===== src/rtl/dpwm_pkg.sv =====
// -----------------------------------------------------------------------------
// dpwm_pkg
// Shared constants and types for the parametrised DPWM carrier counter.
//
// Contents:
//   MODO_SIERRA / MODO_TRIANGULO : carrier shape selector values
//   dir_t (DIR_SUBE / DIR_BAJA)  : carrier direction state
//   WIDTH_DEF, CHANNELS_DEF      : default datapath width and channel count
//   PERIODO_DEF, PASO_DEF        : active period and step loaded at reset
// -----------------------------------------------------------------------------
package dpwm_pkg;

  // Carrier shape selector
  localparam logic MODO_SIERRA    = 1'b0;
  localparam logic MODO_TRIANGULO = 1'b1;

  // Carrier direction; sawtooth always stays in DIR_SUBE
  typedef enum logic {
    DIR_SUBE = 1'b0,
    DIR_BAJA = 1'b1
  } dir_t;

  // Default geometry
  localparam int WIDTH_DEF    = 10;
  localparam int CHANNELS_DEF = 2;

  // Active configuration after reset: 0..1000 in steps of 10
  localparam int PERIODO_DEF = 1000;
  localparam int PASO_DEF    = 10;

endpackage : dpwm_pkg


===== src/rtl/dpwm_comparador.sv =====
// -----------------------------------------------------------------------------
// dpwm_comparador
// One PWM duty comparator. The output register is loaded from the carrier
// value and duty threshold that will be in effect after the same clock edge,
// so the PWM bit is aligned with the carrier it was compared against (no
// extra cycle of latency relative to the carrier register).
//
// Ports:
//   i_clk          : counting clock
//   i_rst          : asynchronous active-high reset (output forced low)
//   i_en           : count enable; low holds the PWM output
//   i_cuenta_next  : carrier value being registered on this edge
//   i_duty_next    : duty threshold being registered on this edge
//   o_pwm          : registered PWM output (carrier < duty)
// -----------------------------------------------------------------------------
module dpwm_comparador #(
  parameter int WIDTH = 10
) (
  input  logic             i_clk,
  input  logic             i_rst,
  input  logic             i_en,
  input  logic [WIDTH-1:0] i_cuenta_next,
  input  logic [WIDTH-1:0] i_duty_next,
  output logic             o_pwm
);

  logic r_pwm;
  logic w_pwm_next;

  // duty = 0 can never be exceeded -> always low;
  // duty above the carrier peak is always exceeded -> always high.
  assign w_pwm_next = (i_cuenta_next < i_duty_next);

  always_ff @(posedge i_clk or posedge i_rst) begin
    if (i_rst) begin
      r_pwm <= 1'b0;
    end else if (i_en) begin
      r_pwm <= w_pwm_next;
    end
  end

  assign o_pwm = r_pwm;

endmodule : dpwm_comparador


===== src/rtl/dpwm_contador_param.sv =====
// -----------------------------------------------------------------------------
// dpwm_contador_param
// Parametrised DPWM carrier generator. Produces a sawtooth or triangle carrier
// with runtime period and step, double-buffered configuration, and CHANNELS
// registered PWM outputs aligned to the carrier.
//
// Ports:
//   CLK         : counting clock (user-selected PWM clock)
//   RST         : asynchronous active-high reset
//   EN          : count enable; low freezes the carrier and reloads config
//   MODO        : requested shape, 0 = sawtooth, 1 = triangle
//   PERIODO     : requested carrier peak value
//   PASO        : requested increment per enabled cycle
//   DUTY        : packed compare thresholds, channel i = DUTY[i*WIDTH +: WIDTH]
//   cuenta      : carrier value
//   pwm_out     : PWM outputs, bit i from channel i
//   fin_periodo : one-cycle pulse in the cycle the carrier returns to 0
//   direccion   : 0 = counting up, 1 = counting down (always 0 in sawtooth)
//
// Configuration is double-buffered: the inputs act as shadow registers and are
// copied to the active set while EN is low, or on the edge that ends a period.
// A change while counting therefore never disturbs the period in progress.
// -----------------------------------------------------------------------------
module dpwm_contador_param
  import dpwm_pkg::*;
#(
  parameter int WIDTH       = WIDTH_DEF,
  parameter int CHANNELS    = CHANNELS_DEF,
  parameter int PERIODO_RST = PERIODO_DEF,
  parameter int PASO_RST    = PASO_DEF
) (
  input  logic                      CLK,
  input  logic                      RST,
  input  logic                      EN,
  input  logic                      MODO,
  input  logic [WIDTH-1:0]          PERIODO,
  input  logic [WIDTH-1:0]          PASO,
  input  logic [CHANNELS*WIDTH-1:0] DUTY,
  output logic [WIDTH-1:0]          cuenta,
  output logic [CHANNELS-1:0]       pwm_out,
  output logic                      fin_periodo,
  output logic                      direccion
);

  localparam logic [WIDTH-1:0] L_PERIODO_RST = WIDTH'(PERIODO_RST);
  localparam logic [WIDTH-1:0] L_PASO_RST    = WIDTH'(PASO_RST);

  // ---------------------------------------------------------------------------
  // State and active configuration
  // ---------------------------------------------------------------------------
  logic [WIDTH-1:0]                r_cuenta;
  dir_t                            r_dir;
  logic                            r_fin;

  logic [WIDTH-1:0]                r_periodo_a;
  logic [WIDTH-1:0]                r_paso_a;
  logic                            r_modo_a;
  logic [CHANNELS-1:0][WIDTH-1:0]  r_duty_a;

  // ---------------------------------------------------------------------------
  // Next-state signals
  // ---------------------------------------------------------------------------
  logic [WIDTH-1:0]                w_cuenta_next;
  dir_t                            w_dir_next;
  logic                            w_fin_next;
  logic                            w_carga;
  logic [WIDTH:0]                  w_suma;
  logic [CHANNELS-1:0][WIDTH-1:0]  w_duty_next;

  // One extra bit so the sum can be compared against the period without wrap.
  assign w_suma = {1'b0, r_cuenta} + {1'b0, r_paso_a};

  // ---------------------------------------------------------------------------
  // Carrier next-state logic (direction FSM + wrap)
  // ---------------------------------------------------------------------------
  always_comb begin
    w_cuenta_next = r_cuenta;
    w_dir_next    = r_dir;
    w_fin_next    = 1'b0;
    w_carga       = 1'b0;

    // A zero step freezes the carrier exactly like EN=0, except that the
    // configuration is not reloaded (no period end ever occurs).
    if (EN && (r_paso_a != '0)) begin
      if (r_modo_a == MODO_TRIANGULO) begin
        if (r_dir == DIR_SUBE) begin
          // Clamp on the peak; also catches a period lowered below the
          // current carrier, which turns the carrier around immediately.
          if (w_suma >= {1'b0, r_periodo_a}) begin
            w_cuenta_next = r_periodo_a;
            w_dir_next    = DIR_BAJA;
          end else begin
            w_cuenta_next = w_suma[WIDTH-1:0];
          end
        end else begin
          // Landing on or below zero ends the period.
          if (r_cuenta <= r_paso_a) begin
            w_cuenta_next = '0;
            w_dir_next    = DIR_SUBE;
            w_fin_next    = 1'b1;
          end else begin
            w_cuenta_next = r_cuenta - r_paso_a;
          end
        end
      end else begin
        // Sawtooth: the peak value itself is still emitted, only a step that
        // would pass it wraps to zero.
        if (w_suma > {1'b0, r_periodo_a}) begin
          w_cuenta_next = '0;
          w_fin_next    = 1'b1;
        end else begin
          w_cuenta_next = w_suma[WIDTH-1:0];
        end
      end
    end

    // Active registers follow the inputs while idle, and pick them up on
    // the period-end edge so the next period starts with the new values.
    w_carga = !EN || w_fin_next;

    // Entering sawtooth must leave the direction flag clean.
    if (w_carga && (MODO == MODO_SIERRA)) begin
      w_dir_next = DIR_SUBE;
    end
  end

  // The comparators need the duty that will be active after this edge.
  assign w_duty_next = w_carga ? DUTY : r_duty_a;

  // ---------------------------------------------------------------------------
  // State registers
  // ---------------------------------------------------------------------------
  always_ff @(posedge CLK or posedge RST) begin
    if (RST) begin
      r_cuenta <= '0;
      r_dir    <= DIR_SUBE;
      r_fin    <= 1'b0;
    end else begin
      r_cuenta <= w_cuenta_next;
      r_dir    <= w_dir_next;
      r_fin    <= w_fin_next;
    end
  end

  // ---------------------------------------------------------------------------
  // Active (double-buffered) configuration registers
  // ---------------------------------------------------------------------------
  always_ff @(posedge CLK or posedge RST) begin
    if (RST) begin
      r_periodo_a <= L_PERIODO_RST;
      r_paso_a    <= L_PASO_RST;
      r_modo_a    <= MODO_SIERRA;
      r_duty_a    <= '0;
    end else if (w_carga) begin
      r_periodo_a <= PERIODO;
      r_paso_a    <= PASO;
      r_modo_a    <= MODO;
      r_duty_a    <= w_duty_next;
    end
  end

  // ---------------------------------------------------------------------------
  // Duty comparators, one per channel
  // ---------------------------------------------------------------------------
  generate
    for (genvar gi = 0; gi < CHANNELS; gi++) begin : g_cmp
      dpwm_comparador #(
        .WIDTH (WIDTH)
      ) u_cmp (
        .i_clk         (CLK),
        .i_rst         (RST),
        .i_en          (EN),
        .i_cuenta_next (w_cuenta_next),
        .i_duty_next   (w_duty_next[gi]),
        .o_pwm         (pwm_out[gi])
      );
    end
  endgenerate

  // ---------------------------------------------------------------------------
  // Outputs
  // ---------------------------------------------------------------------------
  assign cuenta      = r_cuenta;
  assign fin_periodo = r_fin;
  assign direccion   = r_dir;

endmodule : dpwm_contador_param


===== config.mk =====
export PLATFORM = sky130hd
export DESIGN_NAME = dpwm_contador_param
export DESIGN_NICKNAME = d
export VERILOG_FILES = /design/src/rtl/dpwm_pkg.sv /design/src/rtl/dpwm_comparador.sv /design/src/rtl/dpwm_contador_param.sv
export SDC_FILE = /design/constraint.sdc
export NUM_CORES = 1
export LEC_CHECK = 0
export ABC_AREA = 1
export CAP_MARGIN = 20
export CORE_ASPECT_RATIO = 1.2
export CORE_UTILIZATION = 29
export DETAILED_ROUTE_END_ITERATION = 12
export PLACE_DENSITY = 0.44
export SLEW_MARGIN = 10
export SYNTH_ARGS = -nofsm -noshare
export SYNTH_HDL_FRONTEND = slang
export SYNTH_HIERARCHICAL = 1
export SYNTH_SLANG_ARGS = --single-unit

===== constraint.sdc =====
create_clock -name CLK -period 6.75 [get_ports CLK]
set_clock_uncertainty 0.1 [all_clocks]
set_input_delay 1.35 -clock CLK [delete_from_list [all_inputs] [get_ports CLK]]
set_output_delay 1.35 -clock CLK [all_outputs]
set_load 0.005 [all_outputs]

; Yosys cells after proc, flatten, opt, wreduce, memory -nomap -nowiden
; Cells that the tools add are included.
[totals]
regBits = 55
latchBits = 0
ramBits = 0
romBits = 0
input_bits = 44
output_inout_bits = 14
n_memories = 0
[op_classes]
addsub = 2
mul = 0
div = 0
order_cmp = 5
n_eq_ne = 0
shift = 0
n_mux = 18
n_bitwise = 1
n_reduce_logical = 8
[op_table]
columns = op, count
row1 = 10-bit two-way mux, 6
row2 = 10-bit < comparator, 2
row3 = 20-bit two-way mux, 1
row4 = 10-bit by 10-bit adder with 11-bit output, 1
row5 = 11-bit by 10-bit >= comparator with 1-bit output, 1
row6 = 11-bit by 10-bit greater-than comparator with 1-bit output, 1
row7 = 1-bit two-way mux, 11
row8 = 10-bit <= comparator, 1
row9 = 10-bit nonzero test, 1
row10 = 10-bit subtractor, 1
row11 = 2-bit nonzero test, 2
row12 = 1-bit logical AND, 2
row13 = 2-bit AND reduction, 1
row14 = 1-bit zero test, 1
row15 = 1-bit logical OR, 1
row16 = 1-bit inverter, 1

; Logic depth before layout (Yosys ltp)
[logic_depth]
ltp_word = 9
depth_mapped = 34
mapped_depth_nobuf = 31

; By module
; The synthesis kept the hierarchy.
[by_module_without_submodules]
columns = mod, n_inst, cells_each, area_each_um2, seq_area_each_um2
row1 = dpwm_contador_param, 1, 540, 4285.4, 1336.3
row2 = dpwm_comparador, 2, 51, 299.0, 25.0

; Worst setup path after synthesis
; No wires, ideal clock.
[synth_path]
kind = reg-to-reg
from = register r_cuenta[0], in the netlist cuenta[0]
to = register g_cmp[0].u_cmp.r_pwm
t_arrival_ps = 3554
t_required_ps = 6533
slack_ps = 2979
path_stages_with_launch = 28
path_buffers = 1
synth_period_minus_slack_ps = 3771
path_cell_list = dfrtp_1 ha_1 fa_1 nand2_1 nand2_2 nand3_2 nand2_2 nand2_1 nand3_1 nand2_1 inv_1 ha_1 a21o_1 a21oi_1 nand3_1 nor2_1 buf_4 nand2_1 nand3_1 nand2_1 nand2_1 nand2_1 ha_1 nand2_1 nor2_2 nand3_1 nand3_1 nand2_1
[synth_via]
elab_cells_between_ends = 19
[synth_rtl]
columns = element, line_no
row1 = "start, declared", dpwm_contador_param.sv:51  ; logic [WIDTH-1:0] r_cuenta;
row2 = "start signal, assigned", dpwm_contador_param.sv:139  ; r_cuenta <= w_cuenta_next;
row3 = 10-bit by 10-bit adder with 11-bit output, dpwm_contador_param.sv:71  ; assign w_suma = {1'b0, r_cuenta} + {1'b0, r_paso_a};
row4 = 11-bit by 10-bit >= comparator with 1-bit output, dpwm_contador_param.sv:89  ; if (w_suma >= {1'b0, r_periodo_a}) begin
row5 = 10-bit two-way mux, dpwm_contador_param.sv:89
row6 = 10-bit two-way mux, dpwm_contador_param.sv:86  ; if (r_dir == DIR_SUBE) begin
row7 = 10-bit two-way mux (*), dpwm_contador_param.sv:85  ; if (r_modo_a == MODO_TRIANGULO) begin
row8 = 10-bit two-way mux (*), dpwm_contador_param.sv:84  ; if (EN && (r_paso_a != '0)) begin
row9 = net w_cuenta_next[9], dpwm_contador_param.sv:63  ; logic [WIDTH-1:0] w_cuenta_next;
row10 = 10-bit < comparator (*), dpwm_comparador.sv:32  ; assign w_pwm_next = (i_cuenta_next < i_duty_next);
row11 = "end signal, assigned", dpwm_comparador.sv:38  ; r_pwm <= w_pwm_next;
row12 = "end, declared", dpwm_comparador.sv:27  ; logic r_pwm;
; The timed path passes the listed nets; every way through them passes the cells marked *.
; A chain may end at the register's enable or synchronous reset.

==> flow_summary.json <==
{
  "status": "finished clean",
  "cts.path.max_buffers": 2,
  "ys_seq_area_frac": 0.284,
  "finalCritPeriodShare": 0.700,
  "synthDistinctLibCells": 36,
  "drtIter0Drc": 162,
  "syn_nets": 736,
  "coreArea_mm2": 0.0163,
  "routabilityCongestion": 0.915,
  "max_freq_mhz": 212,
  "cts_hold_buf": 0,
  "synth_warnings": 6,
  "path_class": "input pin to register",
  "rr_worst_depth": 26,
  "cts_buffers": 5,
  "routedWlPerCell_um": 14.6,
  "finalMaxSlewViolations": 0,
  "critical_path_required_ps": 6860,
  "viasPerCell": 4.54,
  "grt_pass1_wl_um": 21900,
  "finalSetupTns_ps": 0,
  "postCtsSetupRepairBufs": 0,
  "end_kind": "register",
  "maxSlewHeadroom": 0.349,
  "antenna_found_initial": 0,
  "syn_inst": 642,
  "area_growth_pct": 17.1,
  "h-tree-depth": 2,
  "cts.sinks": 55,
  "crit_fanout": 25,
  "synth_area_leaders": "dfrtp_1 (24%), nand2_1 (12%), ha_1 (12%), o21ai_2 (11%), inv_1 (9.3%)",
  "ant_nets": 0,
  "clkLatencyLatePin_ps": 310,
  "drt-total-wl_um": 13200,
  "num_rows": 51,
  "rsz0062_at_grt": "no",
  "nets": 784,
  "cts-root-buf": "clkbuf_16",
  "io_buffer_count": 57,
  "syn_area_per_cell_um2": 7.61,
  "fp.dieH_um": 144,
  "hold_violations": 0,
  "die-area_mm2": 0.0174,
  "drive_above_1_share": 0.171,
  "remaining_drc_errors": 0,
  "synth_top_area_frac": 0.241,
  "cts_resized": 0,
  "yosys.area.top_type": "dfrtp_1",
  "first_pass_iters": 4,
  "io_pins": 58,
  "antennaDiodeCount": 0,
  "overflow": 0,
  "worst_path_max_delay_cell": "clkdlybuf4s50_1",
  "path_cells": "clkdlybuf4s50_1 -> o21ai_1 -> nor2_1 -> nand3_2 -> nand3_4 -> buf_4 -> nand2_4 -> o21ai_2 -> inv_1 -> ha_1 -> nand2_1 -> nor2_2 -> nand3_1 -> nand3_1 -> nand2_1",
  "crit_arrival_ps": 4840,
  "place_hpwl_um": 10800,
  "cts_tree": "yes",
  "synth-seq-cells": 55,
  "grt_max_degree": 47,
  "die_w_um": 120,
  "period_minus_slack_ps": 4730,
  "start_util": 0.299,
  "grt_pass1_vias": 4265,
  "startpoint_type": "input pin",
  "max_cap_viol_count": 0,
  "min-delay-path-class": "register to register",
  "whs_path_depth": 2,
  "worst_pin_slew_ps": 970,
  "clk_pin_slew_ps": 90,
  "syn_area_mm2": 0.00488,
  "grt_usage": 0.166,
  "slowest_delay_ps": 700,
  "setup_violations": 0,
  "vias": 4100
}
-- logic make-up (layout without fill, tap and decap cells) --
kind of cell    count (synthesis)  after routing  share of synthesized area
compound gates                110            110                      0.162
xor+xnor                       10             10                     0.0179
fa+ha+maj                      50             50                      0.131
buf+inv                       145            194                      0.137
flops                          55             55                      0.284
simple gates                  272            272                      0.268
-- metrics by stage --
stage	setup WS (ps)	hold WS (ps)	util	instance area, µm²	std cells
global route	1520	449	0.350	5720	903
global placement	1520	406	0.341	5570	895
finish	2020	426	0.350	5720	903
floorplan	2980	371	-	4880	642
detailed placement	1590	405	0.341	5570	895
CTS	1940	431	0.350	5720	903
-- cell type report --
| type | instances | area [µm²] |
|---|---|---|
| multi-input cells | 442 | 2830 |
| fillers | 1833 | 10600 |
| clock buffers | 5 | 125 |
| inverters | 125 | 472 |
| clock inverters | 3 | 25.0 |
| flip-flops and latches | 55 | 1390 |
| repair buffers | 61 | 613 |
| well taps | 212 | 265 |
-- synth_stat cells --
cell and number:
buf_12 3, o22ai_1 1, nand2_4 22, a21oi_2 1, dfstp_2 8, o21ai_2 59
buf_1 1, nor3_1 3, nand4_1 3, fa_1 2, a21oi_1 18, dfrtp_1 47
nand2_2 3, xor2_1 9, buf_4 1, nand3_4 1, o21ai_0 20, buf_6 8
o21bai_1 3, nand3_1 42, buf_2 6, ha_1 48, inv_1 121, nor2_4 1
nand2_1 162, a31oi_1 3, and3_1 3, a21o_1 2, clkbuf_1 1, xnor2_1 1
o21ai_1 3, nand3_2 2, nor2_2 4, nor2_1 26, inv_4 1, inv_2 3
-- critical path, delay by kind of cell --
family,cells,cell delay [ps]
buffers and inverters,3,1190
AND/OR/NAND/NOR,9,1470
adder cells (fa/ha/maj),1,280
AO/OA/AOI/OAI,2,510
-- worst paths after layout --
check                            startpoint              endpoint  slack, ps
worst max-delay path                     EN  g_cmp[0].u_cmp/o_pwm       2020
worst min-delay path            r_paso_a[3]           r_paso_a[3]        430
worst max register to register  r_paso_a[0]  g_cmp[1].u_cmp/o_pwm       2060
worst min register to register  r_paso_a[3]           r_paso_a[3]        430
max in group asynchronous               RST           r_paso_a[3]       4320
min in group asynchronous               RST  g_cmp[1].u_cmp/o_pwm       1190
-- per-layer routing --
metal	track usage	vias up	wire length, µm
li1	-	2114	-
met1	0.196	1886	5770
met2	0.301	76	6610
met3	0.0284	24	401
met4	0.0637	0	402
met5	0	-	0
-- sequential cells by signal (all words and copies together) (netlist names) --
name               count
r_modo_a               1
r_periodo_a           10
direccion              1
cuenta                10
r_paso_a              10
r_duty_a              20
fin_periodo            1
g_cmp.u_cmp/o_pwm      2
-- layout by cell type (no fill, tap or decap) --
master | netlist | layout
nand2_1 | 162 | 162
inv_1 | 121 | 120
o21ai_2 | 59 | 59
clkdlybuf4s50_1 | 0 | 57
ha_1 | 48 | 48
dfrtp_1 | 47 | 47
nand3_1 | 42 | 42
nor2_1 | 26 | 26
nand2_4 | 22 | 22
o21ai_0 | 20 | 20
a21oi_1 | 18 | 18
xor2_1 | 9 | 9
dfstp_2 | 8 | 8
clkbuf_16 | 0 | 5
inv_2 | 3 | 4
nor2_2 | 4 | 4
and3_1 | 3 | 3
nand2_2 | 3 | 3
o21bai_1 | 3 | 3
nand4_1 | 3 | 3
o21ai_1 | 3 | 3
nor3_1 | 3 | 3
a31oi_1 | 3 | 3
buf_4 | 1 | 3
a21o_1 | 2 | 2
nand3_2 | 2 | 2
fa_1 | 2 | 2
clkinv_4 | 0 | 2
a21oi_2 | 1 | 1
inv_4 | 1 | 1
nand3_4 | 1 | 1
xnor2_1 | 1 | 1
o22ai_1 | 1 | 1
nor2_4 | 1 | 1
clkinvlp_4 | 0 | 1
buf_12 | 3 | 1
Power is left out: the tool's default activity adds up to more than one toggle a clock period on the data nets, which glitch-free logic cannot reach.
